`config.mk`:
```
export PLATFORM = sky130hd
export DESIGN_NAME = control_loader_flat
export DESIGN_NICKNAME = d
export VERILOG_FILES = /design/src/rtl/control_loader_if.sv /design/src/rtl/control_loader.sv /design/src/flat_wrapper.sv
export SDC_FILE = /design/constraint.sdc
export NUM_CORES = 1
export LEC_CHECK = 0
export CAP_MARGIN = 20
export CORE_MARGIN = 2
export CORE_UTILIZATION = 40
export DETAILED_ROUTE_END_ITERATION = 6
export PLACE_DENSITY = 0.66
export SYNTH_ARGS = -nofsm -noshare
export SYNTH_HDL_FRONTEND = slang
export SYNTH_SLANG_ARGS = --single-unit
```
`constraint.sdc`:
```
create_clock -name clk -period 3.5 [get_ports clk]
set_input_delay 0.35 -clock clk [delete_from_list [all_inputs] [get_ports clk]]
set_output_delay 0.35 -clock clk [all_outputs]
set_load 0.02 [all_outputs]
```
`src/rtl/control_loader_if.sv`:
```
// Handshake and combiner-port bundle for control_loader.
// slave: the loader side. master: host/upstream/combiner side.
interface control_loader_if;
  logic        start;
  logic [5:0]  start_addr;
  logic [6:0]  count;
  logic        abort;
  logic        clear;
  logic [15:0] in_data;
  logic        in_valid;
  logic        in_ready;
  logic [15:0] signal;
  logic [5:0]  blockaddress;
  logic        write;
  logic        busy;
  logic        done;
  logic [63:0] slot_loaded;

  modport slave (
    input  start, start_addr, count, abort, clear, in_data, in_valid,
    output in_ready, signal, blockaddress, write, busy, done, slot_loaded
  );

  modport master (
    output start, start_addr, count, abort, clear, in_data, in_valid,
    input  in_ready, signal, blockaddress, write, busy, done, slot_loaded
  );
endinterface

```
`src/rtl/control_loader.sv`:
```
// Burst sequencer loading 16-bit control words into the 64-slot combiner.
// One word per accepted upstream transfer, written one cycle later; tracks
// which slots have been written since the last clear/reset.
module control_loader (
  input  logic           clk,
  input  logic           reset,
  control_loader_if.slave bus
);

  localparam logic [0:0] IDLE = 1'b0;
  localparam logic [0:0] LOAD = 1'b1;

  logic [0:0]  state_q, state_d;
  logic [5:0]  addr_q, addr_d;
  logic [6:0]  remaining_q, remaining_d;
  logic [15:0] signal_q, signal_d;
  logic [5:0]  blockaddress_q, blockaddress_d;
  logic        write_q, write_d;
  logic        done_q, done_d;
  logic [63:0] slot_loaded_q, slot_loaded_d;

  logic        in_ready;
  logic        accept;
  logic [6:0]  count_clamped;

  // Ready depends only on state and abort, never on in_valid.
  assign in_ready      = (state_q == LOAD) & ~bus.abort;
  assign accept        = bus.in_valid & in_ready;
  assign count_clamped = (bus.count > 7'd64) ? 7'd64 : bus.count;

  // Burst sequencing: latch request in IDLE, emit one write per accept in LOAD.
  always_comb begin
    state_d        = state_q;
    addr_d         = addr_q;
    remaining_d    = remaining_q;
    signal_d       = signal_q;
    blockaddress_d = blockaddress_q;
    write_d        = 1'b0;
    done_d         = 1'b0;
    case (state_q)
      IDLE: begin
        if (bus.start) begin
          addr_d      = bus.start_addr;
          remaining_d = count_clamped;
          if (count_clamped == 7'd0) done_d  = 1'b1;
          else                       state_d = LOAD;
        end
      end
      LOAD: begin
        if (bus.abort) begin
          state_d = IDLE;
        end else if (accept) begin
          signal_d       = bus.in_data;
          blockaddress_d = addr_q;
          write_d        = 1'b1;
          addr_d         = addr_q + 6'd1;
          remaining_d    = remaining_q - 7'd1;
          if (remaining_q == 7'd1) begin
            state_d = IDLE;
            done_d  = 1'b1;
          end
        end
      end
      default: state_d = IDLE;
    endcase
  end

  // Loaded-slot mask: clear wins over history but not over a write in the same cycle.
  always_comb begin
    slot_loaded_d = bus.clear ? '0 : slot_loaded_q;
    if (write_q) slot_loaded_d[blockaddress_q] = 1'b1;
  end

  // State and output registers, asynchronously cleared.
  always_ff @(posedge clk or posedge reset) begin
    if (reset) begin
      state_q        <= IDLE;
      addr_q         <= '0;
      remaining_q    <= '0;
      signal_q       <= '0;
      blockaddress_q <= '0;
      write_q        <= 1'b0;
      done_q         <= 1'b0;
      slot_loaded_q  <= '0;
    end else begin
      state_q        <= state_d;
      addr_q         <= addr_d;
      remaining_q    <= remaining_d;
      signal_q       <= signal_d;
      blockaddress_q <= blockaddress_d;
      write_q        <= write_d;
      done_q         <= done_d;
      slot_loaded_q  <= slot_loaded_d;
    end
  end

  assign bus.in_ready     = in_ready;
  assign bus.signal       = signal_q;
  assign bus.blockaddress = blockaddress_q;
  assign bus.write        = write_q;
  assign bus.busy         = (state_q == LOAD);
  assign bus.done         = done_q;
  assign bus.slot_loaded  = slot_loaded_q;

endmodule

```
`src/flat_wrapper.sv`:
```
// flat-port wrapper written by rule: the top's interface ports become plain ports
module control_loader_flat 
  (clk, reset, bus_start, bus_start_addr, bus_count, bus_abort, bus_clear, bus_in_data, bus_in_valid, bus_in_ready, bus_signal, bus_blockaddress, bus_write, bus_busy, bus_done, bus_slot_loaded);
  control_loader_if bus_i ();
  input  logic clk;
  input  logic reset;
  input wire logic [$bits(bus_i.start)-1:0] bus_start;
  input wire logic [$bits(bus_i.start_addr)-1:0] bus_start_addr;
  input wire logic [$bits(bus_i.count)-1:0] bus_count;
  input wire logic [$bits(bus_i.abort)-1:0] bus_abort;
  input wire logic [$bits(bus_i.clear)-1:0] bus_clear;
  input wire logic [$bits(bus_i.in_data)-1:0] bus_in_data;
  input wire logic [$bits(bus_i.in_valid)-1:0] bus_in_valid;
  output wire logic [$bits(bus_i.in_ready)-1:0] bus_in_ready;
  output wire logic [$bits(bus_i.signal)-1:0] bus_signal;
  output wire logic [$bits(bus_i.blockaddress)-1:0] bus_blockaddress;
  output wire logic [$bits(bus_i.write)-1:0] bus_write;
  output wire logic [$bits(bus_i.busy)-1:0] bus_busy;
  output wire logic [$bits(bus_i.done)-1:0] bus_done;
  output wire logic [$bits(bus_i.slot_loaded)-1:0] bus_slot_loaded;
  assign bus_i.start = bus_start;
  assign bus_i.start_addr = bus_start_addr;
  assign bus_i.count = bus_count;
  assign bus_i.abort = bus_abort;
  assign bus_i.clear = bus_clear;
  assign bus_i.in_data = bus_in_data;
  assign bus_i.in_valid = bus_in_valid;
  assign bus_in_ready = bus_i.in_ready;
  assign bus_signal = bus_i.signal;
  assign bus_blockaddress = bus_i.blockaddress;
  assign bus_write = bus_i.write;
  assign bus_busy = bus_i.busy;
  assign bus_done = bus_i.done;
  assign bus_slot_loaded = bus_i.slot_loaded;
  control_loader u_core (.clk(clk), .reset(reset), .bus(bus_i));
endmodule
```
==> results.md, run 1 <==
* Fillers at 919
* Util after Layout at 56.3%
* Initial DRC Count at 146
* Post-CTS setup buffer count at 0
* Post-route ant nets at 0
* Final setup viols at 0
* CP arrival at 2.69 ns
* Chip Width at 108 um
* CP max stage delay at 0.91 ns
* Vias per std cell at 5.12
* WL/cell at 15.6 um
* Layout cell share with drive strength beyond 1 at 5.28%
* Die Area at 11600 um2
* Critical path capture point type: output port
* Leakage at 2.43 nW
* Final wirelength at 10700 um
* Post-synth EDFFs at 0
* Type of the worst min-delay path: in2reg
* Clock sinks at 102
* Num CTS Buffers at 9
* Max IR drop VDD at 259 uV
* Vias in the first global route at 3305
* Pwr Density at 546 nW/um2
* Port buffer count at 124
* Worst Skew at 0.0106 ns
* Syn Inst Count at 430
* First-pass GRT wire length at 17000 um
* Critical Path Start Type: flop
* Ys async rst share at 100%
* Outcome: finished clean
* Post-CTS Hold Fix Bufs at 0
* Antenna diodes at 0
* Layout Nets at 582
* Critical path, cell by cell: clkinv_1 > nor2_1 > clkdlybuf4s50_1
* Post-Place Worst Slack at 0.881 ns
* RSZ-0062 raised after global routing: false
* Relative slew slack at 43.5%
* Placer Congestion at 0.796
* Final cell count without fillers at 685
* Crit path time final at 3.04 ns
* Num rows at 37
* Synthesized net count at 468
* 1st-pass router iterations at 4
* Placed Cells at 668
* Crit Path Class: reg2out
* Fin. Hold Viols at 0
* Via count at 3505
* CP Buf/Inv Count at 2
* Dominant cell by count in the synthesized netlist: dfrtp_1
* Clock transition at path regs at 0.10 ns
* Worst hold slack at 0.286 ns
* Max-slew violations at 0
* Worst setup margin at 0.455 ns
* Worst-path maximum fanout at 27
* Area growth, synth to finish at 35.9%
* Largest cells by area after synthesis: dfrtp_1 (59%), o22ai_1 (9.5%), nand2_1 (6.6%)
* Clock Latency Late Sink at 0.36 ns
* I/O Pins at 125
* Initial antenna violation count at 0
* GR Util All Layers at 18.8%
* Initial core utilization at 41.4%
* Final worst-path cycle share at 87.0%
* Top-area cell type share of the netlist area at 59.4%
* Setup TNS at 0 ns
* PostCTS Resize Cnt at 0
* Core area at 10400 um2
* Crit-path leading delay family: buffers and inverters
* Mean Syn Cell Area at 9.99 um2
* Post-synth top area cell: dfrtp_1
* Detailed-route DRC error count at 0
* Slowest cell on the critical path: dfrtp_1
* Post-synth top cells: dfrtp_1 (102), nand2_1 (75), inv_1 (71), o22ai_1 (65)
* Die Y at 108 um
* Largest net degree at the start of global routing at 65
* Ys flop type: dfrtp_1
* YS warnings at 0
* Slew of the pin with the lowest slew margin at 0.847 ns
* F_max at 0.328 GHz
* GRT overflow at 0
* Seq/Total Area, Yosys at 59.4%
* Flop and latch count out of synthesis at 102
* Clock Root Buffer: clkbuf_8
* # H-tree levels at 3
* Worst path required time at 3.15 ns
* Synthesized area at 4300 um2
* CTS tree: built
* Max_cap viols at 0
* Longest Clk Path Bufs at 2
* Dpl hpwl at 7340 um
* Yosys cell types at 49
==> final timing paths <==
check                                            endpoint  slack [ns]  cells after the start             startpoint
worst max-delay path                         bus_in_ready        0.46                      3        u_core.bus.busy
worst min-delay path            u_core.bus.slot_loaded[0]        0.29                      2              bus_clear
worst max register to register            u_core.bus.busy        1.14                      5        u_core.bus.busy
worst min register to register      u_core.bus.signal[12]        0.48                      2  u_core.bus.signal[12]
max in group asynchronous       u_core.bus.slot_loaded[9]        2.39                      3                  reset
min in group asynchronous            u_core.bus.signal[8]        0.41                      2                  reset
==> kinds of logic after synthesis <==
logic type / share of synthesized area, %
DFF: 59.4
adders and majority gates: 0.874
buffers and inverters: 9.12
AOI/OAI and AO/OA: 15.6
and+or+nand+nor: 14.6
muxes: 0.466
==> cells in the final DEF (no fill, tap or decap), drive strengths merged, types with 3 or more instances in the layout <==
cell type      netlist  final
a22oi                3      3
a2bb2oi              3      3
a31oi                3      3
a32oi                3      3
buf                 19      4
clkbuf               5      9
clkdlybuf4s50        0    123
dfrtp              102    102
ha                   3      3
inv                 72     75
nand2               75     75
nand2b               4      4
nand3               13     13
nand3b               4      4
nand4                3      3
nor2                 8      8
nor2b                5      5
nor3                 3      3
o21ai                5      5
o22a                 3      3
o22ai               65     65
o32ai                3      3
==> final cells by class <==
type	instances	area [um2]	area share, %
clock buffers	9	124	2.12
inverters	73	277	4.74
repair buffers	127	1280	22.0
multi-input cells	231	1350	23.1
clock inverters	7	81.3	1.39
flip-flops and latches	102	2550	43.7
well taps	136	170	2.91
==> registers in the layout (all words and copies together), names as in the netlist <==
signal / cells
u_core.bus.slot_loaded: 64
u_core.bus.signal: 16
u_core.remaining_q: 7
u_core.addr_q: 6
u_core.bus.blockaddress: 6
u_core.bus.busy: 1
u_core.bus.done: 1
u_core.bus.write: 1
==> worst reg2reg max path, delay by kind of cell (launching register included) <==
family	cells	cell delay (ns)
flip-flops	1	0.91
buffers and inverters	2	0.74
AND/OR/NAND/NOR	2	0.35
AO/OA/AOI/OAI	1	0.26
==> per-layer routing <==
layer | up-vias | global-route usage [%] | wire length [um]
met5 | - | 0 | 0
met4 | 0 | 4.85 | 72
met3 | 6 | 4.06 | 618
met2 | 105 | 27.9 | 4960
met1 | 1692 | 28.1 | 5060
li1 | 1702 | - | -
==> power by group <==
part	internal (W)	switching, W
Clock	0.000342	0.000425
Combinational	0.000402	0.000463
Sequential	0.00133	0.000225
Total	0.00207	0.00111
==> through the flow <==
step / power [W] / instance area [um2]
2_1_floorplan: 0.00208 / 4300
3_3_place_gp: 0.00241 / 5610
3_5_place_dp: 0.00244 / 5610
4_1_cts: 0.00320 / 5820
5_1_grt: 0.00337 / 5840
6_report: 0.00319 / 5840
Note: power is estimated with default switching activity, not from simulation.
==> run 2, diff against run 1 <==
Settings changed: GPL_TIMING_DRIVEN from default to 1.
==> results of run 2 <==
The final DEF is identical to that of run 1; final timing and power are the same.
